===== src/rtl/key_pkg.sv =====
// -----------------------------------------------------------------------------
// key_pkg
// Shared types and helpers for the push-button front end and the downstream
// short/long key classifier.
//   key_db_state_t : debounce FSM state encoding
//   ms_to_cycles   : converts a time in ms to clock cycles at a given clk rate
// -----------------------------------------------------------------------------
package key_pkg;

  typedef enum logic [1:0] {
    IDLE         = 2'd0,
    PRESS_WAIT   = 2'd1,
    PRESSED      = 2'd2,
    RELEASE_WAIT = 2'd3
  } key_db_state_t;

  // Divide first so the intermediate stays within 32 bits for MHz-range clocks.
  function automatic int ms_to_cycles(input int hz, input int ms);
    return ms * (hz / 1000);
  endfunction

endpackage


===== src/rtl/sync_ff.sv =====
// -----------------------------------------------------------------------------
// sync_ff
// Generic N-flop synchroniser for a single asynchronous bit.
//   clk : destination clock
//   rst : asynchronous active-high reset, loads RST_VAL into every stage
//   d   : asynchronous input
//   q   : synchronised output (last stage)
// STAGES must be at least 2.
// -----------------------------------------------------------------------------
module sync_ff #(
  parameter int   STAGES  = 2,
  parameter logic RST_VAL = 1'b0
) (
  input  logic clk,
  input  logic rst,
  input  logic d,
  output logic q
);

  logic [STAGES-1:0] chain_q;
  logic [STAGES-1:0] chain_d;

  // Stage 0 captures the pin; each later stage copies its predecessor.
  always_comb begin
    chain_d = {chain_q[STAGES-2:0], d};
  end

  always_ff @(posedge clk or posedge rst) begin
    if (rst) begin
      chain_q <= {STAGES{RST_VAL}};
    end else begin
      chain_q <= chain_d;
    end
  end

  assign q = chain_q[STAGES-1];

endmodule


===== src/rtl/key_debounce.sv =====
// -----------------------------------------------------------------------------
// key_debounce
// Conditions a raw push-button pin: synchronises it into clk, then requires the
// pressed/released level to be stable for CNT_TH consecutive cycles before the
// clean level changes. One-cycle strobes mark each accepted press and release.
//   clk         : system clock, all logic on posedge
//   rst         : asynchronous active-high reset
//   in_btn      : raw button pin, asynchronous to clk
//   out_key     : debounced level, 1 = pressed
//   out_press   : one-cycle strobe on the edge out_key rises
//   out_release : one-cycle strobe on the edge out_key falls
// Handshake: none; strobes are unqualified single-cycle pulses, valid on the
// clock edge where out_key changes, and have no back-pressure.
// -----------------------------------------------------------------------------
module key_debounce
  import key_pkg::*;
#(
  parameter int IN_C_HZ     = 50_000_000,
  parameter int DEBOUNCE_MS = 20,
  parameter int SYNC_STAGES = 2,
  parameter bit ACTIVE_LOW  = 1'b1
) (
  input  logic clk,
  input  logic rst,
  input  logic in_btn,
  output logic out_key,
  output logic out_press,
  output logic out_release
);

  localparam int CNT_TH = ms_to_cycles(IN_C_HZ, DEBOUNCE_MS);
  localparam int CNT_W  = (CNT_TH < 1) ? 1 : $clog2(CNT_TH + 1);
  localparam logic [CNT_W-1:0] CNT_LAST = CNT_W'(CNT_TH - 1);

  if (CNT_TH < 1) begin : g_bad_cnt_th
    $error("key_debounce: debounce threshold must be at least one cycle");
  end
  if (SYNC_STAGES < 2) begin : g_bad_sync
    $error("key_debounce: SYNC_STAGES must be at least 2");
  end

  logic sync_pin;
  logic s_pressed;

  // The chain resets to the released pin level so no false press appears.
  sync_ff #(
    .STAGES  (SYNC_STAGES),
    .RST_VAL (ACTIVE_LOW)
  ) u_sync (
    .clk (clk),
    .rst (rst),
    .d   (in_btn),
    .q   (sync_pin)
  );

  assign s_pressed = sync_pin ^ ACTIVE_LOW;

  key_db_state_t    state_q, state_d;
  logic [CNT_W-1:0] cnt_q, cnt_d;
  logic             key_q, key_d;
  logic             press_q, press_d;
  logic             release_q, release_d;

  always_comb begin
    state_d   = state_q;
    cnt_d     = cnt_q;
    key_d     = key_q;
    press_d   = 1'b0;
    release_d = 1'b0;
    unique case (state_q)
      IDLE: begin
        if (s_pressed) begin
          state_d = PRESS_WAIT;
          cnt_d   = '0;
        end
      end
      PRESS_WAIT: begin
        if (!s_pressed) begin
          // Bounce back to released: drop silently and start over.
          state_d = IDLE;
          cnt_d   = '0;
        end else if (cnt_q == CNT_LAST) begin
          state_d = PRESSED;
          cnt_d   = '0;
          key_d   = 1'b1;
          press_d = 1'b1;
        end else begin
          cnt_d = cnt_q + 1'b1;
        end
      end
      PRESSED: begin
        if (!s_pressed) begin
          state_d = RELEASE_WAIT;
          cnt_d   = '0;
        end
      end
      RELEASE_WAIT: begin
        if (s_pressed) begin
          // Short release glitch: the key never left the pressed level.
          state_d = PRESSED;
          cnt_d   = '0;
        end else if (cnt_q == CNT_LAST) begin
          state_d   = IDLE;
          cnt_d     = '0;
          key_d     = 1'b0;
          release_d = 1'b1;
        end else begin
          cnt_d = cnt_q + 1'b1;
        end
      end
      default: begin
        state_d = IDLE;
        cnt_d   = '0;
        key_d   = 1'b0;
      end
    endcase
  end

  always_ff @(posedge clk or posedge rst) begin
    if (rst) begin
      state_q   <= IDLE;
      cnt_q     <= '0;
      key_q     <= 1'b0;
      press_q   <= 1'b0;
      release_q <= 1'b0;
    end else begin
      state_q   <= state_d;
      cnt_q     <= cnt_d;
      key_q     <= key_d;
      press_q   <= press_d;
      release_q <= release_d;
    end
  end

  assign out_key     = key_q;
  assign out_press   = press_q;
  assign out_release = release_q;

endmodule


===== config.mk =====
export PLATFORM = sky130hd
export DESIGN_NAME = key_debounce
export DESIGN_NICKNAME = d
export VERILOG_FILES = /design/src/rtl/key_pkg.sv /design/src/rtl/sync_ff.sv /design/src/rtl/key_debounce.sv
export SDC_FILE = /design/constraint.sdc
export NUM_CORES = 1
export LEC_CHECK = 0
export CAP_MARGIN = 15
export CORE_ASPECT_RATIO = 1.2
export CORE_MARGIN = 2
export CORE_UTILIZATION = 65
export CTS_BUF_LIST = sky130_fd_sc_hd__clkbuf_8
export DETAILED_ROUTE_END_ITERATION = 10
export GPL_TIMING_DRIVEN = 0
export PLACE_DENSITY = 0.94
export SLEW_MARGIN = 10
export SYNTH_ARGS = -nofsm -noshare
export SYNTH_HDL_FRONTEND = slang
export SYNTH_HIERARCHICAL = 1
export SYNTH_SLANG_ARGS = --single-unit

===== constraint.sdc =====
create_clock -name clk -period 2.58 [get_ports clk]
set_input_delay 0.516 -clock clk [delete_from_list [all_inputs] [get_ports clk]]
set_output_delay 0.516 -clock clk [all_outputs]
set_load 0.02 [all_outputs]

Yosys cells after proc, flatten, opt, wreduce, memory -nomap -nowiden
Index checks and enable logic that the tools add are counted.
{ "totals": {"mem_bits_ro": 0, "out_inout_bits": 3, "wordCells": 47, "mem_bits_rw": 0, "reg_bits": 27, "inputBits": 3, "memories": 0, "latchBits": 0} }
{ "op_classes": {"reduce_logical": 5, "n_mul": 0, "shift": 0, "order_cmp": 0, "eq_ne": 12, "mux": 23, "bitwise": 0, "n_div": 0, "add_sub_neg": 1} }
{ "op_table": {"columns": ["op", "count"], "rows": [
  ["20-bit 2-to-1 mux", 5],
  ["20-bit one-hot mux with 4 select lines", 1],
  ["20-bit by 1-bit adder with 20-bit output (second input constant)", 1],
  ["20-bit == test (second input constant)", 1],
  ["2-bit 2-to-1 mux", 6],
  ["1-bit 2-to-1 mux", 9],
  ["2-bit inequality test (second input constant)", 4],
  ["2-bit one-hot mux with 4 select lines", 1],
  ["5-bit AND reduction", 1],
  ["2-bit == test (second input constant)", 2],
  ["2-bit by 1-bit inequality test with 1-bit output (second input constant)", 2],
  ["4-bit AND reduction", 1],
  ["3-bit by 2-bit inequality test with 1-bit output (second input constant)", 1],
  ["3-bit inequality test (second input constant)", 1],
  ["2-bit by 1-bit == test with 1-bit output (second input constant)", 1],
  ["2-bit zero test", 1],
  ["1-bit one-hot mux with 2 select lines", 1],
  ["2-bit AND reduction", 1],
  ["2-bit nonzero test", 1]
]} }

Logic depth before layout (Yosys ltp)
{ "logic_depth": {"depth_word": 4, "ltp_mapped": 7, "depth_no_buf": 6} }

Modules after synthesis
The synthesis kept the hierarchy.
{ "modules_own_cells": {"columns": ["module", "cells_per_inst", "n_inst", "area_each_um2", "seq_area_each_um2"], "rows": [
  ["key_debounce", 159, 1, 1418.9, 625.6],
  ["sync_ff", 3, 1, 56.3, 52.6]
]} }

Least setup slack after synthesis
No wires, ideal clock.
{ "synth_timing": {"path_kind": "register to register", "from": "register cnt_q[0]", "to": "register cnt_q[18]", "setup_ps": 69, "required_ps": 2511, "setup_slack_ps": 893, "period_less_slack_ps": 1687, "stages_incl_launch_ff": 7, "path_buffers": 0, "arrival_ps": 1618, "path_cell_list": "dfrtp_1 > ha_1 > nand2_1 > nor4_1 > nand2_1 > or3_1 > nand3_1"} }
{ "synth_between": {"elab_chain_cells": 4, "elab_cells_between_ends": 6, "cone_classes": "add/sub: 1; eq/ne: 1; mux: 4"} }
{ "synth_rtl": {"columns": ["element", "line", "rtl"], "rows": [
  ["from (decl)", "key_debounce.sv:59", "logic [CNT_W-1:0] cnt_q, cnt_d;"],
  ["from (signal assigned)", "key_debounce.sv:128", "cnt_q <= cnt_d;"],
  ["20-bit by 1-bit adder with 20-bit output or 20-bit == test (tied branches)", null, null],
  ["20-bit 2-to-1 mux *", "key_debounce.sv:82, key_debounce.sv:102", null],
  ["20-bit 2-to-1 mux (on tied branches)", "key_debounce.sv:98, key_debounce.sv:78", null],
  ["20-bit one-hot mux with 4 select lines *", "key_debounce.sv:70", "unique case (state_q)"]
]} }
Every way passes the cells marked *; elsewhere a longest branch is shown, timed or not.
A chain may end at the register's enable or synchronous reset.

Worst setup path in the final report
Same ends and word-level chain as after synthesis.

==> summary.md <==
| Metric | Value |
|---|---|
| Status | completed |
| Tot GR Track Use | 27.8% |
| Crit-path most repeated cell | nand2_1 |
| Routed WL | 3170 µm |
| Min-Delay Path Depth | 0 |
| Layout Nets | 176 |
| Syn Std Cell Area | 1480 µm² |
| Count leader, synth | dfrtp_1 |
| Fin crit share | 80.1% |
| Crit path max-delay family | simple AND/OR/NAND/NOR gates |
| Clock Latency Late Sink | 270 ps |
| IO Port Bufs | 5 |
| Total nets after synthesis | 166 |
| Final number of hold-violating endpoints | 0 |
| First-pass GRT wire length | 5410 µm |
| Via-to-Cell Ratio | 6.25 |
| Synth Area in XOR/XNOR | 3.56% |
| Final setup viols | 0 |
| Setup TNS Final | 0 ps |
| Crit path cell chain | ha_1 -> nand2_1 -> nor4_1 -> nand2_1 -> or3_1 -> nand3_1 |
| Post-synth EDFFs | 0 |
| Via Count | 1,257 |
| Share of cells above drive strength 1 | 14.0% |
| R2r setup slk | 510 ps |
| Final Total Pwr | 1.07 mW |
| Die area | 2670 µm² |
| Row Count | 18 |
| Critical path class | reg -> reg |
| # clock sinks | 27 |
| Top cells by count, synth | dfrtp_1, nand2_1, nand3_1 |
| DRC | 0 |
| Root Driver | clkbuf_8 |
| Worst hold start | u_sync/chain_q[0] |
| CTS tree | built |
| Register bit count reported by yosys | 27 |
| CTS Buf Count | 3 |
| CTS clk-pin slew, worst paths | 90 ps |
| Max FO, Critical Path | 5 |
| Synthesized instance count | 162 |
| Slew @ Worst Pin | 941 ps |
| Crit path DAT | 2280 ps |
| Top cells by area, synth | dfrtp_1, nand2_1, nand3_1, o21ai_0, dfstp_2 |
| Longest Clk Path Bufs | 2 |
| Post-DRT Antenna Nets | 0 |
| Top_reg_cell synth | dfrtp_1 |
| Starting Density | 70.4% |
| Worst Hold Slack | 367 ps |
| Async set or reset register ratio after synthesis | 100% |
| Reg2reg path depth | 6 |
| Dpl cells | 197 |
| RSZ-0062 raised after global routing | no |
| Dominant cell type by area after synthesis | dfrtp_1 |
| Max-Cap Viols | 0 |
| Crit. End Element | flop |
| Data required, critical path | 2800 ps |
| Worst path max stage delay | 650 ps |
| Worst rel slew slack | 37.2% |
| H-Tree Depth | 1 |
| Non-filler instance count after layout | 201 |
| VDD IR max | 0.000743 V |
| Static Leakage | 0.697 nW |
| Min-Delay Path Class | reg -> reg |
| PwrDens | 663 nW/µm² |
| Post-synthesis mux area share | 1.36% |
| Synth warn | 6 |
| Vias in the first global route | 1,262 |
| Compound-Gate Fraction of Synth Area | 13.7% |
| TritonRoute pass-1 iters | 4 |
| Clock Skew | 3.45 ps |
| Initial DRC Count | 51 |
| Worst hold endpoint | u_sync/chain_q[1] |
| Final core occ | 76.8% |
| Die Ht | 56.2 µm |
| Initial antenna violation count | 0 |
| Final GP Congestion | 0.899 |
| Detail Placement HPWL | 2260 µm |
| Largest family of logic cells by synthesized area | simple AND/OR/NAND/NOR gates |
| CP Launch Type | flop |
| Synth Area in Adders | 0.848% |
| Fmax | 0.484 GHz |
| Area added between synthesis and finish | 9.08% |
| Buf/Inv on CP | 0 |
| GRT overflow | 0 |
| Ant diodes | 0 |
| R2R Path Start | cnt_q[0] |
| Die W | 47.5 µm |
| # resized after CTS | 0 |
| Sequential fraction of the synthesis area | 46.0% |
| Largest net degree at the start of global routing | 26 |
| Post-CTS Setup Inserts | 0 |
| Hold buffers post-CTS | 0 |
| Simple-gate portion of the synthesized area | 29.9% |
| I/O pins | 6 |
| R2r endpoint | cnt_q[18] |
| Max-slew violations | 0 |
| Slowest CP cell | nor4_1 |
| Netlist cell types | 46 |
| Wire per inst | 15.8 µm |
| Syn_area_per_cell | 9.11 µm² |
| Placeable Area | 2090 µm² |
| Synth top area share | 42.4% |
| Minimum clock period | 2070 ps |
stage by stage:
stage / instance area, µm² / worst slack (ps)
floorplan: 1480 / 893
global placement: 1560 / 660
CTS: 1610 / 555
finish: 1610 / 512
global route: 1610 / 320
detailed placement: 1560 / 567
logic make-up (layout without fill, tap and decap cells):
group | count (synthesis) | count (layout)
AO/OA/AOI/OAI | 31 | 31
multiplexers | 2 | 2
buffers and inverters | 13 | 22
XOR/XNOR | 6 | 6
flip-flops | 27 | 27
AND/OR/NAND/NOR | 82 | 82
adder cells (fa/ha/maj) | 1 | 1
flip-flops by register name (all words and copies together) (netlist names), named ones only:
signal          count
u_sync/chain_q      2
cnt_q              20
out_press           1
out_release         1
state_q             1
out_key             1
how the worst max path moves through the flow:
| stage | from | end | slack, ps | cells after the start |
|---|---|---|---|---|
| 4_1_cts | cnt_q[0] | cnt_q[18] | 560 | 6 |
| 3_5_place_dp | cnt_q[0] | cnt_q[18] | 570 | 6 |
| 6_report | cnt_q[0] | cnt_q[18] | 510 | 6 |
| 3_3_place_gp | cnt_q[0] | cnt_q[18] | 660 | 6 |
| 5_1_grt | cnt_q[0] | cnt_q[18] | 320 | 6 |
| 2_1_floorplan | cnt_q[0] | cnt_q[18] | 890 | 6 |
cell usage in the layout, fill, tap and decap left out, types with 2 or more instances in the layout:
cell type	n
dfstp_2	2
dfrtp_1	25
a21o_1	3
or3_4	2
buf_2	2
nor3_1	5
nor4_1	4
clkbuf_1	3
nand3_1	14
and4_1	2
a21oi_1	6
clkdlybuf4s50_1	5
and3_2	2
nor4b_1	2
nand2_1	24
xnor2_1	4
mux2i_1	2
xor2_1	2
nand4_1	3
clkbuf_8	4
and3_1	2
inv_1	5
and2_1	2
o21ai_0	11
nor2_1	12
routing by layer:
| metal | vias up | GRT usage (%) | wire [µm] |
|---|---|---|---|
| li1 | 598 | - | - |
| met1 | 596 | 36.4 | 1270 |
| met2 | 54 | 43.2 | 1620 |
| met3 | 9 | 3.25 | 200 |
| met4 | 0 | 14.7 | 80 |
| met5 | - | 0 | 0 |
power by group:
| group | leakage (nW) | total, mW | switching, mW | internal [mW] |
|---|---|---|---|---|
| clock | 0.0255 | 0.240 | 0.132 | 0.108 |
| combinational | 0.308 | 0.340 | 0.245 | 0.0948 |
| sequential | 0.364 | 0.487 | 0.0293 | 0.458 |
| total | 0.697 | 1.07 | 0.407 | 0.661 |
cell type report:
class | instances | area (µm²)
plain buffers | 8 | 51.3
multi-input cells | 122 | 727
fillers | 149 | 485
clock buffers | 3 | 41.3
well taps | 30 | 37.5
flip-flops and latches | 27 | 678
clock inverters | 1 | 5.00
inverters | 5 | 18.8
repair buffers | 5 | 50.0
(Power assumes the default switching activity.)
